[src/rtl/cpu_bus_cycle_initiator.sv]
// rtl/cpu_bus_cycle_initiator.sv - 8088 max-mode bus-cycle initiator: T1..T4 with Tw, halt and locked two-cycle INTA
module cpu_bus_cycle_initiator #(
  parameter int WAIT_LIMIT = 1023,
  parameter int INTA_IDLE  = 2
) (
  input  logic        clock,
  input  logic        reset,
  input  logic        req_valid,
  input  logic [2:0]  req_type,
  input  logic [19:0] req_address,
  input  logic [7:0]  req_wdata,
  output logic        req_ready,
  output logic        rsp_valid,
  output logic [7:0]  rsp_rdata,
  output logic        rsp_error,
  output logic [2:0]  processor_status,
  output logic        processor_lock_n,
  output logic [19:0] cpu_address,
  output logic [7:0]  cpu_data_bus,
  output logic        cpu_data_oe,
  input  logic [7:0]  cpu_data_in,
  input  logic        processor_ready
);

  localparam int CW = (WAIT_LIMIT < 1) ? 1 : $clog2(WAIT_LIMIT + 1);
  localparam int IW = (INTA_IDLE < 1) ? 1 : $clog2(INTA_IDLE + 1);

  localparam logic [2:0] TY_INTA  = 3'b000;
  localparam logic [2:0] TY_IORD  = 3'b001;
  localparam logic [2:0] TY_IOWR  = 3'b010;
  localparam logic [2:0] TY_HALT  = 3'b011;
  localparam logic [2:0] TY_FETCH = 3'b100;
  localparam logic [2:0] TY_MRD   = 3'b101;
  localparam logic [2:0] TY_MWR   = 3'b110;
  localparam logic [2:0] TY_NONE  = 3'b111;

  typedef enum logic [2:0] {
    S_TI,
    S_T1,
    S_T2,
    S_T3,
    S_TW,
    S_T4,
    S_IDL
  } state_e;

  state_e         state_q, state_d;
  logic [19:0]    addr_q, addr_d;
  logic [2:0]     type_q, type_d;
  logic [7:0]     wdata_q, wdata_d;
  logic [CW-1:0]  wait_q, wait_d;
  logic [IW-1:0]  idle_q, idle_d;
  logic [7:0]     rdata_q, rdata_d;
  logic           err_q, err_d;
  logic           pass2_q, pass2_d;

  logic is_inta;
  logic is_read;
  logic is_write;
  logic inta_pend;
  logic accept;
  logic lock_first;
  logic lock_second;

  assign is_inta  = (type_q == TY_INTA);
  assign is_read  = is_inta || (type_q == TY_IORD) || (type_q == TY_FETCH) || (type_q == TY_MRD);
  assign is_write = (type_q == TY_IOWR) || (type_q == TY_MWR);

  // T4 of a first INTA cycle that completed normally: the locked second cycle must follow.
  assign inta_pend = (state_q == S_T4) && is_inta && !pass2_q && !err_q;

  assign req_ready = ((state_q == S_TI) || (state_q == S_T4)) && !inta_pend;
  assign accept    = req_valid && req_ready;

  always_comb begin
    state_d = state_q;
    addr_d  = addr_q;
    type_d  = type_q;
    wdata_d = wdata_q;
    wait_d  = wait_q;
    idle_d  = idle_q;
    rdata_d = rdata_q;
    err_d   = err_q;
    pass2_d = pass2_q;
    case (state_q)
      S_TI, S_T4: begin
        if (inta_pend) begin
          pass2_d = 1'b1;
          if (INTA_IDLE == 0) begin
            state_d = S_T1;
          end else begin
            state_d = S_IDL;
            idle_d  = IW'(INTA_IDLE - 1);
          end
        end else if (accept && (req_type != TY_NONE)) begin
          state_d = S_T1;
          addr_d  = req_address;
          type_d  = req_type;
          wdata_d = req_wdata;
          rdata_d = 8'h00;
          err_d   = 1'b0;
          pass2_d = 1'b0;
        end else begin
          state_d = S_TI;
        end
      end
      S_T1: begin
        wait_d  = '0;
        state_d = (type_q == TY_HALT) ? S_T4 : S_T2;
      end
      S_T2: begin
        state_d = S_T3;
      end
      S_T3, S_TW: begin
        if (processor_ready) begin
          state_d = S_T4;
          if (is_read) begin
            rdata_d = cpu_data_in;
          end
        end else if (wait_q == CW'(WAIT_LIMIT)) begin
          state_d = S_T4;
          err_d   = 1'b1;
          rdata_d = 8'hFF;
        end else begin
          state_d = S_TW;
          wait_d  = wait_q + CW'(1);
        end
      end
      S_IDL: begin
        if (idle_q == '0) begin
          state_d = S_T1;
        end else begin
          idle_d = idle_q - IW'(1);
        end
      end
      default: begin
        state_d = S_TI;
      end
    endcase
  end

  always_ff @(posedge clock or negedge reset) begin
    if (!reset) begin
      state_q <= S_TI;
      addr_q  <= 20'h00000;
      type_q  <= TY_NONE;
      wdata_q <= 8'h00;
      wait_q  <= '0;
      idle_q  <= '0;
      rdata_q <= 8'h00;
      err_q   <= 1'b0;
      pass2_q <= 1'b0;
    end else begin
      state_q <= state_d;
      addr_q  <= addr_d;
      type_q  <= type_d;
      wdata_q <= wdata_d;
      wait_q  <= wait_d;
      idle_q  <= idle_d;
      rdata_q <= rdata_d;
      err_q   <= err_d;
      pass2_q <= pass2_d;
    end
  end

  assign processor_status = ((state_q == S_T1) || (state_q == S_T2) ||
                             (state_q == S_T3) || (state_q == S_TW)) ? type_q : 3'b111;

  assign cpu_address  = addr_q;
  assign cpu_data_oe  = is_write && ((state_q == S_T2) || (state_q == S_T3) ||
                                     (state_q == S_TW) || (state_q == S_T4));
  assign cpu_data_bus = cpu_data_oe ? wdata_q : 8'h00;

  // Lock spans first T2 through second T2; a timed-out first cycle releases it in its own T4.
  assign lock_first  = is_inta && !pass2_q &&
                       ((state_q == S_T2) || (state_q == S_T3) || (state_q == S_TW) ||
                        ((state_q == S_T4) && !err_q));
  assign lock_second = is_inta && pass2_q &&
                       ((state_q == S_IDL) || (state_q == S_T1) || (state_q == S_T2));
  assign processor_lock_n = !(lock_first || lock_second);

  assign rsp_valid = (state_q == S_T4) && !inta_pend;
  assign rsp_rdata = rdata_q;
  assign rsp_error = err_q;

endmodule

[config.mk]
export PLATFORM = sky130hd
export DESIGN_NAME = cpu_bus_cycle_initiator
export DESIGN_NICKNAME = d
export VERILOG_FILES = /design/src/rtl/cpu_bus_cycle_initiator.sv
export SDC_FILE = /design/constraint.sdc
export NUM_CORES = 1
export LEC_CHECK = 0
export ABC_CLOCK_PERIOD_IN_PS = 1700
export CAP_MARGIN = 0
export CORE_AREA = 2 2 94 96
export DETAILED_ROUTE_END_ITERATION = 6
export DIE_AREA = 0 0 96 98
export GPL_TIMING_DRIVEN = 1
export PLACE_DENSITY = 0.74
export SYNTH_ARGS = -nofsm -noshare
export SYNTH_HDL_FRONTEND = slang
export SYNTH_SLANG_ARGS = --single-unit
[constraint.sdc]
create_clock -name clock -period 1.7 [get_ports clock]
set_input_delay 0.51 -clock clock [delete_from_list [all_inputs] [get_ports clock]]
set_output_delay 0.51 -clock clock [all_outputs]
set_load 0.1 [all_outputs]
---- After elaboration in Yosys (flattened, before gate mapping) ----
Cells that the tools add are included.
operators by class
  add/sub/neg operators ................... 2
  reductions and logical operators ........ 47
  eq/ne operators ......................... 24
  muxes and demuxes ....................... 27
  bitwise logic cells ..................... 1
operator list
  operator                                                                count
  8-bit two-way mux                                                       6
  10-bit two-way mux                                                      2
  10-bit one-hot mux with 2 select lines                                  1
  3-bit equality test (second input constant)                             6
  2-bit != test (second input constant)                                   8
  8-bit one-hot mux with 2 select lines                                   1
  1-bit logical OR                                                        15
  3-bit one-hot mux with 5 select lines                                   1
  1-bit logical AND                                                       13
  3-bit by 2-bit equality test with 1-bit output (second input constant)  4
  3-bit two-way mux                                                       4
  10-bit by 1-bit adder with 10-bit output (second input constant)        1
  10-bit equality test (second input constant)                            1
  5-bit AND reduction                                                     2
  3-bit != test (second input constant)                                   3
  3-bit AND reduction                                                     3
  1-bit two-way mux                                                       8
  2-bit nonzero test                                                      4
  3-bit by 1-bit equality test with 1-bit output (second input constant)  2
  3-bit logical NOT                                                       2
  1-bit logical NOT                                                       4
  2-bit two-way mux                                                       2
  2-bit one-hot mux with 2 select lines                                   1
  2-bit OR reduction                                                      2
  other kinds (5)                                                         5
word-level totals
  output and inout port bits .............. 44
  logic and storage cells ................. 110
  input bits .............................. 43
  bits in registers ....................... 56

---- Longest topological paths before layout ----
Gate-level depths: netlist of the first run.
  depth in word-level cells ............... 11
  gate-level depth with buffers ........... 6

---- Worst setup path after synthesis of the first run ----
Ideal clock, no wire load.
  kind .................................... reg-to-output
  from .................................... reg state_q[2]
  to ...................................... out cpu_data_bus[0]
  required time ........................... 1190 ps
  arrival ................................. 4157 ps
  cell stages (with the launch flop) ...... 5
  setup slack ............................. -2967 ps
  path buffers ............................ 1
  path through ............................ dfrtp_1 > buf_2 > xnor2_1 > nor3b_1 > and2_1
on the way
  word-level cells in the longest chain between the ends .. 6
  elaborated cells between the ends (all ways) .. 9
ends and longest elaborated chain
  what                                            line  source
  from (decl)                                     47    state_e state_q, state_d;
  from (signal assigned)                          154   state_q <= state_d;
  3-bit by 2-bit equality test with 1-bit output  170   assign cpu_data_oe = is_write && ((state_q == S_T2) || (state_q == S_T3) ||
  1-bit logical OR (2 in series)                  170
  1-bit logical OR (*)                            171   (state_q == S_TW) || (state_q == S_T4));
  1-bit logical AND (*)                           170
  via cpu_data_oe                                 20    output logic cpu_data_oe,
  8-bit two-way mux (*)                           172   assign cpu_data_bus = cpu_data_oe ? wdata_q : 8'h00;
  to (decl)                                       19    output logic [7:0] cpu_data_bus,
The timed path passes the listed nets; every way through them passes the cells marked *.

---- Worst setup path after layout of the first run ----
  from .................................... reg state_q[2]
  to ...................................... out cpu_data_bus[6]
on the way
  word-level cells in the longest chain between the ends .. 6
  elaborated cells between the ends (all ways) .. 9
ends and longest elaborated chain
  what                                            line
  3-bit by 2-bit equality test with 1-bit output  170
  1-bit logical OR (2 in series)                  170
  1-bit logical OR (*)                            171
  1-bit logical AND (*)                           170
  8-bit two-way mux (*)                           172
Every way passes the cells marked *; elsewhere a longest branch is shown, timed or not.

==> reports/qor.log, run 1 <==
[timing] pins over their slew limit 0
[timing] setup TNS after final layout -18.42 ns
[detailed_routing] detail-routed via count per cell 4.94
[clock_tree] clock latency on the worst-skew pair 0.31 ns
[finish] count of non-filler cells in the finished layout 492
[setup_path] Most common cell on crit path sky130_fd_sc_hd__buf_12
[setup_path] sort of element at the start of the critical path flip-flop
[timing] worst-case clock skew 0.0107 ns
[min_path] kind of path behind the tightest hold check primary input to async pin
[timing] ratio of final minimum period to clock period 1.31
[job] # Max-Cap Violations 0
[finish] number of filler instances in the final layout 673
[setup_path] Worst Path Max Fanout 9
[logic_synthesis] count of cell types in the netlist 49
[clock_tree] Reg clk slew, reported paths 0.10 ns
[grt] maximum number of pins on one net before global-route repair 57
[setup_path] CP Depth 6
[timing] transition time of the tightest slew-check pin 0.420 ns
[setup_path] critical path data required time 1.19 ns
[setup_path] Worst Setup SP state_q[2]
[logic_synthesis] dominant register cell in the synthesized netlist sky130_fd_sc_hd__dfrtp_1
[setup_path] endpoint class of the critical path primary output
[logic_synthesis] Async SR Flop Fraction 1.00
[finish] synthesis-to-finish area growth 76.2%
[place] instance count after placement with tap cells included 473
[logic_synthesis] count of state elements after synthesis 56
[clock_tree] CTS Hold Bufs 0
[logic_synthesis] Synthesis Warnings 0
[place] Port-buffer cells 86
[finish] final net count 428
[place] Final Wtd Congestion 0.899
[logic_synthesis] number of instances in the synthesized netlist 247
[place] area after detailed placement 0.00474 mm^2
[die] die width 96 um
[setup_path] classification of the worst setup path flip-flop to primary output
[die] die area 0.00941 mm^2
[timing] Slew Limit Headroom 0.719
[detailed_routing] count of unresolved DRC violations after routing 0
[setup_path] Cell Chain, Critical Path buf_12, xnor2_4, nor3b_4, buf_12, and2_4, buf_12
[grt] via count of the first global-routing pass 2,537
[clock_tree] H-tree depth 2
[detailed_routing] first-pass iteration count of the detailed router 4
[die] Ports 87
[logic_synthesis] count of flip-flops with a built-in enable after synthesis 0
[detailed_routing] ANT nets after route 0
[logic_synthesis] Synth Cell Area 0.00288 mm^2
[timing] peak clock frequency supported by timing 449 MHz
[setup_path] data arrival at the endpoint of the critical path 1.72 ns
[clock_tree] Max Root-Sink Buffers 2
[die] starting density of the core 0.340
[grt] total global routing overflow 0
[setup_path] FF-to-FF path depth 7
[setup_path] count of buffering cells on the critical path with inverters included 3
[finish] final antenna diode count 0
[grt] number of antenna violations at the first check in global routing 0
[place] final HPWL from detailed placement 5490 um
[clock_tree] TritonCTS clock tree built
[die] num rows 34
[detailed_routing] total number of vias 2,432
[timing] RSZ-0062 raised after global routing true
[die] core footprint 0.00847 mm^2
[finish] final std cell area, no fill 0.00508 mm^2
[detailed_routing] average wire per standard cell 15.5 um
[finish] share of post-route cells with drive strength above 1 0.466
[logic_synthesis] syn_area_per_cell 11.7 um^2
[outcome] violated checks setup timing
[detailed_routing] total detailed-routing wirelength 7620 um
[finish] most common cell after layout, fill and taps aside sky130_fd_sc_hd__dfrtp_1
[logic_synthesis] number of nets in the synthesized netlist 292
[finish] top library cells by usage in the layout, fill and taps aside 51 x sky130_fd_sc_hd__dfrtp_1, 48 x sky130_fd_sc_hd__buf_12, 41 x sky130_fd_sc_hd__clkdlybuf4s50_1, 41 x sky130_fd_sc_hd__buf_4, 26 x sky130_fd_sc_hd__mux2_4
[grt] Overall Global Routing Usage 0.167
[timing] number of hold violations in the final report 0
[setup_path] Worst path slowest cell sky130_fd_sc_hd__dfrtp_1
[setup_path] Reg-to-Reg Start state_q[2]
[clock_tree] CTS sink cnt 56
[timing] post-route setup slack -0.529 ns
[setup_path] Max stage delay on crit path 0.44 ns
[logic_synthesis] proportion of synthesized chip area in sequential cells 0.488
[outcome] outcome complete, but fails checks
[timing] setup violation total in the final timing report 63
[detailed_routing] detailed router's first-iteration violation count 95
[timing] Final min period 2.23 ns
[die] Die Span Y 98 um
[clock_tree] clock tree root buffer cell sky130_fd_sc_hd__clkbuf_8
[grt] wire length of the first global-routing pass 12,500 um
[place] worst slack at placement -0.433 ns
[clock_tree] cts bufs inserted 5
[setup_path] cell family contributing the most delay on the critical path buffers and inverters
-- what timing repair did --
item / in CTS / in global routing
buffers inserted: 2 / 8
endpoints found under the setup margin: 67 / 67
pin swaps: 6 / 3
gates resized for setup: 19 / 18
cloned: 2 / 0
-- stage by stage --
step                utilization  hold WS, ns
floorplan                     -        0.214
global placement          0.560        0.460
detailed placement        0.560        0.480
CTS                       0.587        0.197
global route              0.600        0.199
finish                    0.600        0.180
-- cell usage after synthesis, types with 3 or more instances --
| cell | count | area share |
|---|---|---|
| sky130_fd_sc_hd__nand3b_1 | 3 | 0.0078 |
| sky130_fd_sc_hd__mux2_4 | 26 | 0.14 |
| sky130_fd_sc_hd__and2_1 | 10 | 0.022 |
| sky130_fd_sc_hd__dfstp_2 | 3 | 0.027 |
| sky130_fd_sc_hd__nand3_1 | 6 | 0.010 |
| sky130_fd_sc_hd__mux2i_1 | 13 | 0.045 |
| sky130_fd_sc_hd__buf_2 | 3 | 0.0052 |
| sky130_fd_sc_hd__clkbuf_1 | 4 | 0.0052 |
| sky130_fd_sc_hd__o22ai_1 | 3 | 0.0065 |
| sky130_fd_sc_hd__xnor2_1 | 3 | 0.0091 |
| sky130_fd_sc_hd__dfrtp_1 | 53 | 0.46 |
| sky130_fd_sc_hd__inv_1 | 8 | 0.010 |
| sky130_fd_sc_hd__nand4_1 | 3 | 0.0065 |
| sky130_fd_sc_hd__nor3b_1 | 3 | 0.0078 |
| sky130_fd_sc_hd__o21ai_0 | 12 | 0.021 |
| sky130_fd_sc_hd__a21oi_1 | 11 | 0.019 |
| sky130_fd_sc_hd__nand2_1 | 18 | 0.023 |
| sky130_fd_sc_hd__nor2_1 | 17 | 0.022 |
| sky130_fd_sc_hd__o22a_1 | 3 | 0.0091 |
| sky130_fd_sc_hd__nand2b_1 | 5 | 0.011 |
| sky130_fd_sc_hd__buf_6 | 3 | 0.012 |
-- per-layer routing --
layer	vias to the layer above	track usage	share of wire	wire length, um
met2	58	0.277	0.52	3990
met1	1210	0.224	0.42	3210
met3	9	0.0355	0.046	354
met5	-	0	0	0
li1	1155	-	-	-
met4	0	0.0330	0.0083	63
-- final timing paths --
kind,endpoint,slack (ns)
max,cpu_data_bus[6],-0.53
min reg2reg,idle_q[0],0.51
min,wait_q[7],0.18
max in group asynchronous,type_q[0],1.21
min in group clock,idle_q[0],0.51
max reg2reg,cpu_address[18],-0.31
-- sequential cells by signal, summed over array words and instances, names as in the netlist --
name and cells:
cpu_address 20, rsp_error 1, type_q 3, pass2_q 1, wait_q 10, idle_q 2, rsp_rdata 8, wdata_q 8
state_q 3
-- area by class of cell --
class | count | area (um^2) | share of cell area
well taps | 108 | 135 | 0.0266
clock inverters | 1 | 7.51 | 0.00148
multi-input cells | 172 | 1590 | 0.314
clock buffers | 7 | 86.3 | 0.0170
flip-flops and latches | 56 | 1410 | 0.278
inverters | 9 | 33.8 | 0.00666
repair buffers | 139 | 1810 | 0.357
-- worst register-to-register path, stage by stage, from the launching register on --
cell and delay, ns:
sky130_fd_sc_hd__dfrtp_1 0.43, sky130_fd_sc_hd__buf_4 0.14, sky130_fd_sc_hd__nand3b_1 0.15, sky130_fd_sc_hd__buf_6 0.17, sky130_fd_sc_hd__o41ai_4 0.38, sky130_fd_sc_hd__nor2_4 0.14, sky130_fd_sc_hd__clkbuf_16 0.19, sky130_fd_sc_hd__mux2_4 0.29
-- logic make-up after synthesis --
group	Yosys count	share of synthesized area
AOI/OAI and AO/OA	44	0.113
xor gates and xnor gates	3	0.00912
adders and majority gates	2	0.00869
buffers and inverters	19	0.0339
DFF	56	0.488
muxes	41	0.189
and+or+nand+nor	82	0.159
Power of run 1 is left out: the tool's default activity adds up to more than one toggle a clock period on the data nets, which glitch-free logic cannot reach.
==> run 2, diff against run 1 <==
--- a/config.mk
+++ b/config.mk
@@ -7,11 +7,11 @@
 export LEC_CHECK = 0
 export ABC_CLOCK_PERIOD_IN_PS = 1700
 export CAP_MARGIN = 0
-export CORE_AREA = 2 2 94 96
+export CORE_AREA = 2 2 85 87
 export DETAILED_ROUTE_END_ITERATION = 6
-export DIE_AREA = 0 0 96 98
+export DIE_AREA = 0 0 87 89
 export GPL_TIMING_DRIVEN = 1
-export PLACE_DENSITY = 0.74
+export PLACE_DENSITY = 0.86
 export SYNTH_ARGS = -nofsm -noshare
 export SYNTH_HDL_FRONTEND = slang
 export SYNTH_SLANG_ARGS = --single-unit
==> run 2 against run 1 <==
Effect of this change: first-iteration DRC count grew to 3.3 times the previous value; clock-buffer cell count is 2 lower; clock skew is 0.0018 ns higher; the run still ends with setup timing left; worst hold slack worse by 0.054 ns; setup slack worse by 0.21 ns; largest cell class unchanged; critical endpoint is now req_ready; utilization is 21 points higher; final cell count is 1.8% lower.
==> reports/qor.log, run 2 (same netlist as run 1, synthesis figures left out) <==
[die] Ports 87 [unchanged]
[setup_path] Worst path slowest cell sky130_fd_sc_hd__dfrtp_1
[finish] share of post-route cells with drive strength above 1 0.541 [+0.0748]
[setup_path] Most common cell on crit path sky130_fd_sc_hd__buf_4
[setup_path] endpoint class of the critical path primary output
[finish] most common cell after layout, fill and taps aside sky130_fd_sc_hd__dfrtp_1
[setup_path] FF-to-FF path depth 9 [+2]
[clock_tree] TritonCTS clock tree built
[timing] post-route setup slack -0.739 ns [-0.210 ns]
[finish] final antenna diode count 0 [unchanged]
[finish] area occupied by multi-input gates 0.00169 mm^2 [+6.4%]
[job] # Max-Cap Violations 0 [unchanged]
[min_path] kind of path behind the tightest hold check primary input to async pin
[timing] worst-case clock skew 0.0125 ns [+0.00183 ns]
[finish] Largest register FFs 20 [unchanged]
[clock_tree] Reg clk slew, reported paths 0.11 ns [about the same]
[finish] number of filler instances in the final layout 298 [-56%]
[place] instance count after placement with tap cells included 448 [-5.3%]
[setup_path] critical path data required time 1.19 ns [about the same]
[die] die area 0.00774 mm^2 [-18%]
[detailed_routing] detailed router's first-iteration violation count 309 [+230%]
[setup_path] Reg-to-Reg Start type_q[0]
[timing] transition time of the tightest slew-check pin 0.575 ns [+0.155 ns]
[timing] Final min period 2.44 ns [+0.210 ns]
[die] starting density of the core 0.429 [+0.0884]
[setup_path] sort of element at the start of the critical path flip-flop
[finish] sequential cell area in the final layout 0.00141 mm^2 [about the same]
[timing] number of hold violations in the final report 0 [unchanged]
[grt] wire length of the first global-routing pass 17,600 um [+41%]
[clock_tree] CTS Hold Bufs 0 [unchanged]
[clock_tree] cts bufs inserted 5 [unchanged]
[place] area after detailed placement 0.00469 mm^2 [-1.1%]
[clock_tree] clock tree root buffer cell sky130_fd_sc_hd__clkbuf_8
[place] Port-buffer cells 86 [unchanged]
[die] core footprint 0.00672 mm^2 [-21%]
[clock_tree] CTS sink cnt 56 [unchanged]
[timing] peak clock frequency supported by timing 410 MHz [-8.6%]
[setup_path] Max stage delay on crit path 0.44 ns [about the same]
[timing] RSZ-0062 raised after global routing true
[clock_tree] H-tree depth 2 [unchanged]
[detailed_routing] first-pass iteration count of the detailed router 7 [+3]
[clock_tree] clock latency on the worst-skew pair 0.33 ns [+0.02 ns]
[setup_path] data arrival at the endpoint of the critical path 1.93 ns [+0.21 ns]
[outcome] outcome complete, but fails checks
[grt] Overall Global Routing Usage 0.311 [+0.144]
[timing] Slew Limit Headroom 0.615 [-0.104]
[place] final HPWL from detailed placement 6690 um [+22%]
[setup_path] Reg-to-Reg End cpu_address[5]
[detailed_routing] average wire per standard cell 27.2 um [+76%]
[setup_path] classification of the worst setup path flip-flop to primary output
[die] die width 87 um [-9.4%]
[setup_path] Cell Chain, Critical Path buf_4, xnor2_1, buf_4, nand2_1, nor2_4, buf_12
[finish] final std cell area, no fill 0.00541 mm^2 [+6.7%]
[outcome] violated checks setup timing
[timing] pins over their slew limit 0 [unchanged]
[detailed_routing] count of unresolved DRC violations after routing 0 [unchanged]
[setup_path] Worst Path Max Fanout 6 [-3]
[grt] number of antenna violations at the first check in global routing 0 [unchanged]
[grt] via count of the first global-routing pass 3,137 [+24%]
[finish] count of non-filler cells in the finished layout 483 [-1.8%]
[setup_path] internal reg-to-reg setup slack -0.59 ns [-0.28 ns]
[timing] ratio of final minimum period to clock period 1.43 [+0.124]
[grt] maximum number of pins on one net before global-route repair 20 [-65%]
[finish] top library cells by usage in the layout, fill and taps aside 50 x sky130_fd_sc_hd__dfrtp_1, 46 x sky130_fd_sc_hd__buf_12, 43 x sky130_fd_sc_hd__buf_4
[finish] final core utilization 0.806 [+0.206]
[timing] setup violation total in the final timing report 68 [+7.9%]
[place] Final Wtd Congestion 0.875 [-2.7%]
[die] num rows 30 [-12%]
[grt] total global routing overflow 0 [unchanged]
[die] Die Span Y 89 um [-9.2%]
[finish] synthesis-to-finish area growth 88.0%
[detailed_routing] ANT nets after route 0 [unchanged]
[detailed_routing] total number of vias 2,965 [+22%]
[clock_tree] Max Root-Sink Buffers 2 [unchanged]
[finish] final net count 447 [+4.4%]
[detailed_routing] total detailed-routing wirelength 13,100 um [+72%]
[detailed_routing] detail-routed via count per cell 6.14 [+24%]
-- run 2: worst max path at each step --
stage	from	to	cells past startpoint	slack (ns)
4_1_cts	type_q[0]	rsp_valid	5	-0.54
2_1_floorplan	state_q[2]	cpu_data_bus[0]	4	-1.00
5_1_grt	state_q[2]	req_ready	6	-0.83
6_report	state_q[2]	req_ready	6	-0.74
3_3_place_gp	req_type[1]	cpu_address[19]	6	-0.32
3_5_place_dp	req_type[1]	cpu_address[19]	6	-0.44
-- run 2: final cells by class --
cell class | instances | area share
clock inverters | 3 | 0.0127
flip-flops and latches | 56 | 0.261
well taps | 80 | 0.0185
repair buffers | 158 | 0.376
inverters | 9 | 0.00624
clock buffers | 5 | 0.0127
multi-input cells | 172 | 0.313
-- run 2: timing repair --
action / CTS / global route
gates resized for setup: 46 / 38
cloned: 4 / 1
setup endpoints to repair: 66 / 69
setup buffers: 11 / 13
pin swaps: 20 / 9
-- run 2: critical path, delay by kind of cell (launching register included) --
kind	cells	cell delay, ns
buffers and inverters	3	0.56
xor gates and xnor gates	1	0.30
DFF	1	0.44
and+or+nand+nor	2	0.30
-- run 2: through the flow --
stage | hold WS (ns) | TNS (ns) | worst slack, ns
2_1_floorplan | 0.214 | -12.75 | -1.00
5_1_grt | 0.149 | -36.59 | -0.830
6_report | 0.127 | -33.28 | -0.739
4_1_cts | 0.122 | -26.32 | -0.541
3_3_place_gp | 0.457 | -14.19 | -0.319
3_5_place_dp | 0.475 | -19.11 | -0.435
-- run 2: routing by layer --
metal  global-route usage  vias to the layer above  part of all wire
met2                0.561                      207              0.53
li1                     -                     1194                 -
met5                    0                        -                 0
met1                0.340                     1467              0.34
met3               0.0554                       97             0.059
met4                0.189                        0             0.075
Power of run 2 is left out for the same reason.
